File: src/rtl/sq_int_pkg.sv
// Shared types for the sequential integer squarer/checker.
package sq_int_pkg;

  typedef enum logic [1:0] {
    IDLE = 2'd0,
    MUL  = 2'd1,
    ADD  = 2'd2
  } state_t;

endpackage

File: src/rtl/sq_int_if.sv
// Operand/result bundle between a requester (master) and the squarer (slave).
interface sq_int_if #(
  parameter int WIDTH = 8
);

  logic             start;
  logic [WIDTH-1:0] root;
  logic [WIDTH-1:0] rem;
  logic             busy;
  logic             valid;
  logic [WIDTH-1:0] rad;
  logic             err;

  modport master (
    output start, root, rem,
    input  busy, valid, rad, err
  );

  modport slave (
    input  start, root, rem,
    output busy, valid, rad, err
  );

endinterface

File: src/rtl/sq_int.sv
// Rebuilds rad = root^2 + rem with one shift-add per clock and flags pairs
// that no square-root step could have produced. WIDTH must be even and >= 4.
module sq_int
  import sq_int_pkg::*;
#(
  parameter int WIDTH = 8
) (
  input  logic       clk,
  input  logic       rst_n,
  sq_int_if.slave    bus
);

  localparam int ITER = WIDTH / 2;
  localparam int CW   = (ITER > 1) ? $clog2(ITER) : 1;

  state_t           r_state, w_stateNext;
  logic [WIDTH-1:0] r_acc, w_accNext;
  logic [CW-1:0]    r_cnt, w_cntNext;
  logic [WIDTH-1:0] r_root, w_rootNext;
  logic [WIDTH-1:0] r_rem, w_remNext;
  logic [WIDTH-1:0] r_rad, w_radNext;
  logic             r_err, w_errNext;
  logic             r_busy, w_busyNext;
  logic             r_valid, w_validNext;

  logic [ITER-1:0]  w_rootLo;
  logic [CW-1:0]    w_bitIdx;
  logic [WIDTH-1:0] w_addend;
  logic [WIDTH-1:0] w_accStep;
  logic [WIDTH-1:0] w_sum;
  logic [ITER:0]    w_twoRoot;
  logic [WIDTH-1:0] w_twoRootExt;
  logic             w_bad;

  // Root bits are consumed MSB-first; the accumulator cannot overflow for a legal root.
  assign w_rootLo     = r_root[ITER-1:0];
  assign w_bitIdx     = CW'(ITER - 1) - r_cnt;
  assign w_addend     = {{(WIDTH-ITER){1'b0}}, w_rootLo};
  assign w_accStep    = (r_acc << 1) + (w_rootLo[w_bitIdx] ? w_addend : '0);

  // Only the low WIDTH bits of the sum are kept; the carry can only be set when w_bad is.
  assign w_sum        = r_acc + r_rem;
  assign w_twoRoot    = {w_rootLo, 1'b0};
  assign w_twoRootExt = {{(WIDTH-ITER-1){1'b0}}, w_twoRoot};
  assign w_bad        = (|r_root[WIDTH-1:ITER]) || (r_rem > w_twoRootExt);

  always_comb begin
    w_stateNext = r_state;
    w_accNext   = r_acc;
    w_cntNext   = r_cnt;
    w_rootNext  = r_root;
    w_remNext   = r_rem;
    w_radNext   = r_rad;
    w_errNext   = r_err;
    w_busyNext  = r_busy;
    w_validNext = r_valid;

    // A start in any state restarts, so an abort never produces a valid pulse.
    if (bus.start) begin
      w_rootNext  = bus.root;
      w_remNext   = bus.rem;
      w_accNext   = '0;
      w_cntNext   = '0;
      w_busyNext  = 1'b1;
      w_validNext = 1'b0;
      w_stateNext = MUL;
    end else begin
      case (r_state)
        MUL: begin
          w_accNext = w_accStep;
          if (r_cnt == CW'(ITER - 1)) begin
            w_stateNext = ADD;
          end else begin
            w_cntNext = r_cnt + 1'b1;
          end
        end
        ADD: begin
          w_errNext   = w_bad;
          w_radNext   = w_bad ? '0 : w_sum;
          w_busyNext  = 1'b0;
          w_validNext = 1'b1;
          w_stateNext = IDLE;
        end
        default: begin
        end
      endcase
    end
  end

  always_ff @(posedge clk or negedge rst_n) begin
    if (!rst_n) begin
      r_state <= IDLE;
      r_acc   <= '0;
      r_cnt   <= '0;
      r_root  <= '0;
      r_rem   <= '0;
      r_rad   <= '0;
      r_err   <= 1'b0;
      r_busy  <= 1'b0;
      r_valid <= 1'b0;
    end else begin
      r_state <= w_stateNext;
      r_acc   <= w_accNext;
      r_cnt   <= w_cntNext;
      r_root  <= w_rootNext;
      r_rem   <= w_remNext;
      r_rad   <= w_radNext;
      r_err   <= w_errNext;
      r_busy  <= w_busyNext;
      r_valid <= w_validNext;
    end
  end

  assign bus.busy  = r_busy;
  assign bus.valid = r_valid;
  assign bus.rad   = r_rad;
  assign bus.err   = r_err;

endmodule

File: src/flat_wrapper.sv
// flat-port wrapper written by rule: the top's interface ports become plain ports
module sq_int_flat import sq_int_pkg::*;
#(
  parameter int WIDTH = 8
)
  (clk, rst_n, bus_start, bus_root, bus_rem, bus_busy, bus_valid, bus_rad, bus_err);
  sq_int_if #(.WIDTH(WIDTH)) bus_i ();
  input  logic clk;
  input  logic rst_n;
  input wire logic [$bits(bus_i.start)-1:0] bus_start;
  input wire logic [$bits(bus_i.root)-1:0] bus_root;
  input wire logic [$bits(bus_i.rem)-1:0] bus_rem;
  output wire logic [$bits(bus_i.busy)-1:0] bus_busy;
  output wire logic [$bits(bus_i.valid)-1:0] bus_valid;
  output wire logic [$bits(bus_i.rad)-1:0] bus_rad;
  output wire logic [$bits(bus_i.err)-1:0] bus_err;
  assign bus_i.start = bus_start;
  assign bus_i.root = bus_root;
  assign bus_i.rem = bus_rem;
  assign bus_busy = bus_i.busy;
  assign bus_valid = bus_i.valid;
  assign bus_rad = bus_i.rad;
  assign bus_err = bus_i.err;
  sq_int #(.WIDTH(WIDTH)) u_core (.clk(clk), .rst_n(rst_n), .bus(bus_i));
endmodule
File: config.mk
export PLATFORM = sky130hd
export DESIGN_NAME = sq_int_flat
export DESIGN_NICKNAME = d
export VERILOG_FILES = /design/src/rtl/sq_int_pkg.sv /design/src/rtl/sq_int_if.sv /design/src/rtl/sq_int.sv /design/src/flat_wrapper.sv
export SDC_FILE = /design/constraint.sdc
export NUM_CORES = 1
export LEC_CHECK = 0
export BUFFER_PORTS_ARGS = -buffer_cell sky130_fd_sc_hd__buf_4
export CORE_MARGIN = 8
export CORE_UTILIZATION = 55
export DETAILED_ROUTE_END_ITERATION = 12
export GPL_TIMING_DRIVEN = 0
export PLACE_DENSITY = 0.77
export RECOVER_POWER = 25
export SYNTH_ARGS = -nofsm -noshare
export SYNTH_HDL_FRONTEND = slang
export SYNTH_SLANG_ARGS = --single-unit
File: constraint.sdc
create_clock -name clk -period 2.96 [get_ports clk]
set_clock_uncertainty 0.2 [all_clocks]
set_input_delay 0.592 -clock clk [delete_from_list [all_inputs] [get_ports clk]]
set_output_delay 0.592 -clock clk [all_outputs]
set_load 0.01 [all_outputs]
## Word-level counts from Yosys, hierarchy flattened

Cells that the tools add are included.

- $lt $le $gt $ge: 2
- Divide/modulo/power cells: 0
- Multiply operators: 0
- Equality and inequality tests: 5
- Reductions and logical operators: 8
- Mux-type cells: 16
- Bitwise logic cells: 1
- $add $sub $neg: 4
- Shifts and indexed selects: 0

Operator list:

| operator | count |
|---|---|
| 8-bit 2-to-1 mux | 3 |
| 8-bit adder | 2 |
| 2-bit 2-to-1 mux | 5 |
| 8-bit by 5-bit > comparator with 1-bit output | 1 |
| 2-bit AND reduction | 3 |
| 1-bit 2-to-1 mux | 5 |
| 2-bit == test, second input constant | 2 |
| 4-bit 2-to-1 mux | 1 |
| 2-bit one-hot mux with 2 select lines | 1 |
| 2-bit nonzero test | 2 |
| 4-bit OR reduction | 1 |
| 2-bit by 3-bit < comparator with 1-bit output, second input constant | 1 |
| 3-bit by 2-bit != test with 1-bit output, second input constant | 1 |
| 3-bit nonzero test | 1 |
| 2-bit by 1-bit adder with 2-bit output, second input constant | 1 |
| 1-bit binary-select mux with 2-bit select | 1 |
| 2-bit by 1-bit == test with 1-bit output, second input constant | 1 |
| 2-bit != test, second input constant | 1 |
| 2-bit subtractor, first input constant | 1 |
| 1-bit logical OR | 1 |
| 1-bit inverter | 1 |

- Bits in read-only memories: 0
- Memories: 0
- Memory bits (writable): 0
- Register bits: 39
- Logic and storage cells: 45
- Output and inout bits: 11
- Bits in latches: 0
- Input port bits: 19

## Longest topological paths before layout

- Depth after elaboration: 7
- Depth in mapped cells: 9
- Depth with buffers taken out: 9

## Worst setup path after synthesis

Ideal clock, no wire load.

- Path kind: reg-to-reg
- From: register u_core.r_cnt[0]
- To: register u_core.r_acc[7]
- Stages on the path, launching flop included: 10
- Setup time: 0.094 ns
- Arrival time: 2.098 ns
- Clock period less this slack: 2.392 ns
- Data required time: 2.666 ns
- Buffers on the path: 0
- Setup slack: 0.568 ns
- Cell sequence: dfrtp_1 -> mux4_2 -> and2_1 -> ha_1 -> inv_1 -> fa_1 -> nor2b_1 -> o2111ai_1 -> xor2_1 -> a211oi_1

- Cells in the longest elaborated chain, start to end: 7

RTL lines:

| what | RTL line | text |
|---|---|---|
| from (decl) | sq_int.sv:18 | `logic [CW-1:0] r_cnt, w_cntNext;` |
| from (signal assigned) | sq_int.sv:104 | `r_cnt <= w_cntNext;` |
| 2-bit subtractor | sq_int.sv:37 | `assign w_bitIdx = CW'(ITER - 1) - r_cnt;` |
| 1-bit binary-select mux with 2-bit select | sq_int.sv:39 | `assign w_accStep = (r_acc << 1) + (w_rootLo[w_bitIdx] ? w_addend : '0);` |
| 1-bit 2-to-1 mux (not written as such) | sq_int.sv:39 |  |
| 4-bit 2-to-1 mux | sq_int.sv:39 |  |
| 8-bit adder | sq_int.sv:39 |  |
| 8-bit 2-to-1 mux | sq_int.sv:68 | `case (r_state)` |
| 8-bit 2-to-1 mux | sq_int.sv:59 | `if (bus.start) begin` |
| to (signal assigned) | sq_int.sv:103 | `r_acc <= w_accNext;` |
| to (decl) | sq_int.sv:17 | `logic [WIDTH-1:0] r_acc, w_accNext;` |

No other way between the ends. The select of a mux whose other input is x is not followed.
A chain may end at the register's enable or synchronous reset.

## Worst setup path in the final report

Same ends and word-level chain as after synthesis.

==> reports/metrics.yaml <==
floorplanning:
  die_area_um2: 6022
  fp-row-count: 22
  start_util: 0.5701
  ios: 30
  die_height_um: 77.60
  die_x_um: 77.60
  coreArea_um2: 3661
timing:
  setup_viol: 0
  fin_crit_sh: 0.9002
  rsz0062_at_grt: "no"
  timing.fmax_mhz: 375.3
  whs_ps: 292.2
  finalHoldViolations: 0
  period_minus_slack_ps: 2665
  drv_slew: 40
  tns_ps: 0
  max_slew_margin: -0.3592
  tightest_slew_ps: 2039
cts:
  h-tree-depth: 2
  cts_inserted_buffers: 5
  ctsHoldBuffers: 0
  clock-sinks: 39
  post_cts_buffers: 0
  post_cts_resized: 0
  cts_tree: "yes"
  cts-root-buf: "clkbuf_8"
  cts.clk_slew.worst_paths_ps: 70
  clk_path_buf_depth: 2
  clk_latency_ps: 290
yosys:
  synth_edf_count: 0
  synth-warning-count: 0
  synth.most_common_cell: "dfrtp_1"
  avgSynthCellArea_um2: 10.93
  async_flop_share: 1.000
  synthesis.area_um2: 2087
  syn_nets: 227
  ys_types: 32
  yosys.area.top_type_share: 0.4676
  synth-seq-cells: 39
  synth_ff_type: "dfrtp_1"
  synthCells: 191
  ys_top_cells_by_area: "dfrtp_1 (47%), ha_1 (9.0%), mux2_2 (6.5%)"
  yosysSeqAreaShare: 0.4676
  synth_common_cells: "dfrtp_1 (39), a21oi_1 (16), ha_1 (15), nand2_1 (15), mux2_2 (12)"
  synth_area_leader_cell: "dfrtp_1"
setup_path:
  path_cells: "mux4_2, and2_1, ha_1, inv_1, fa_1, nor2b_1, o2111ai_1, xor2_1, a211oi_1"
  worst-setup-path-type: "flop to flop"
  arrival_ps: 2670
  worstSetupEndpointType: "flop"
  cp-start-kind: "flop"
  crit_required_ps: 2960
  worstRegToRegCells: 9
  endpoint: "u_core.r_acc[7]"
  cp_slowest_cell: "dfrtp_1"
  r2r-end: "u_core.r_acc[7]"
  crit_fanout: 4
  cp_top_family: "adder cells"
  worstSetupStartpoint: "u_core.r_cnt[0]"
  path_buf_inv: 1
  max_stage_delay_ps: 430
  rrSetupSlack_ps: 300
  cp.depth: 9
  reg2reg_from: "u_core.r_cnt[0]"
power:
  ir_worst_vdd_mv: 0.3886
  powerDensity_nw_per_um2: 636.5
  power.leakage_nw: 1.145
drt:
  wire_per_inst_um: 16.47
  vias: 1570
  vias_per_cell: 5.709
  dr.pass1.iters: 4
  drc: 0
  drt_iter0_markers: 129
  drt_wl_total_um: 4528
  ant_nets: 0
layout:
  multiInputGateArea_um2: 1028
  regArea_um2: 975.9
  nets: 262
  diodes: 0
  areaGrowthSynthToFinish_pct: 16.67
  n_fill_cell: 282
  drive_above_1_share: 0.2203
global_routing:
  grt_overflow: 0
  first_global_vias: 1674
  grt_max_degree: 40
  antenna_found_initial: 0
  grt_util_all_layers: 0.1583
  grt_pass1_wl_um: 7686
run_status:
  status: "finished with violations"
  violations: "capacitance limit, slew limit"
placed_design:
  hpwl_um: 3417
  gp_congestion: 0.8456
  portBuffers: 28
hold_path:
  hp-class: "flop to flop"
flow_run:
  cap_violations: 1
layout make-up:
| type | count | share of cell area |
|---|---|---|
| Tap cell | 48 | 0.02467 |
| Clock buffer | 7 | 0.03135 |
| Buffer | 7 | 0.01696 |
| Timing Repair Buffer | 28 | 0.08479 |
| Sequential cell | 39 | 0.4008 |
| Multi-Input combinational cell | 134 | 0.4224 |
| Clock inverter | 1 | 0.002055 |
| Inverter | 11 | 0.01696 |
cells by family (layout without fill, tap and decap cells):
family                   Yosys count  count (layout)  synth area share
AO/OA/AOI/OAI                     51              51            0.1613
XOR/XNOR                          11              11           0.04616
adder cells (fa/ha/maj)           17              17            0.1091
buffers and inverters             18              54           0.03957
flip-flops                        39              39            0.4676
multiplexers                      13              13           0.07554
AND/OR/NAND/NOR                   42              42            0.1007
worst reg2reg max path: stages (launching register included):
cell       delay (ps)
dfrtp_1           430
mux4_2            390
and2_1            130
ha_1              160
inv_1              60
fa_1              380
nor2b_1           260
o2111ai_1         170
xor2_1            170
a211oi_1          220
through the flow:
stage | setup WS (ps) | util | cell area, µm² | power [mW] | std cells
2_1_floorplan | 568.2 | - | 2087 | 1.068 | 191
3_3_place_gp | 462.9 | 0.6439 | 2357 | 1.165 | 267
3_5_place_dp | 326.0 | 0.6439 | 2357 | 1.206 | 267
4_1_cts | 315.2 | 0.6661 | 2439 | 1.554 | 275
5_1_grt | 188.6 | 0.6651 | 2435 | 1.649 | 275
6_report | 295.4 | 0.6651 | 2435 | 1.550 | 275
worst min-delay path by stage:
stage                               start           endpoint  slack (ps)  cells after the start
final                     u_core.bus.busy    u_core.bus.busy         290                      1
after global routing      u_core.bus.busy    u_core.bus.busy         310                      1
after CTS                           rst_n  u_core.bus.rad[7]          70                      1
after detailed placement  u_core.bus.busy    u_core.bus.busy         280                      1
after global placement    u_core.bus.busy    u_core.bus.busy         270                      1
after floorplan                     rst_n    u_core.bus.busy         100                      0
power breakdown:
group          internal, mW  switching (mW)  leakage, nW  total, mW
Combinational         0.242           0.272        0.613      0.514
Clock                 0.165           0.178       0.0422      0.343
Sequential            0.604          0.0890        0.490      0.693
Total                  1.01           0.539         1.15       1.55
placed cells by master (no fill, tap or decap), types with 2 or more instances in the layout:
cell      instances
a211oi_1          5
a21o_1            5
a21oi_1          16
a22o_1            8
and2_1            2
buf_4            27
buf_6             2
clkbuf_1          8
clkbuf_8          5
dfrtp_1          39
fa_1              2
ha_1             15
inv_1            11
mux2_2           12
nand2_1          15
nand2b_1          4
nand3_1           3
nor2_1            9
nor2b_1           2
o21ai_0          11
o21bai_1          3
xnor2_1           7
xor2_1            4
per-layer routing:
metal / share of wire / up-vias / global-route usage
met2: 0.50 / 53 / 0.2565
met1: 0.42 / 760 / 0.1835
met3: 0.047 / 14 / 0.05184
li1: - / 743 / -
met4: 0.026 / 0 / 0.07925
met5: 0 / - / 0
registers in the layout (all words and copies together) (netlist names):
register / count
u_core.r_cnt: 2
u_core.r_acc: 8
u_core.bus.rad: 8
u_core.r_state: 2
u_core.bus.valid: 1
u_core.bus.busy: 1
u_core.r_rem: 8
u_core.r_root: 8
u_core.bus.err: 1
(Power assumes the default switching activity.)
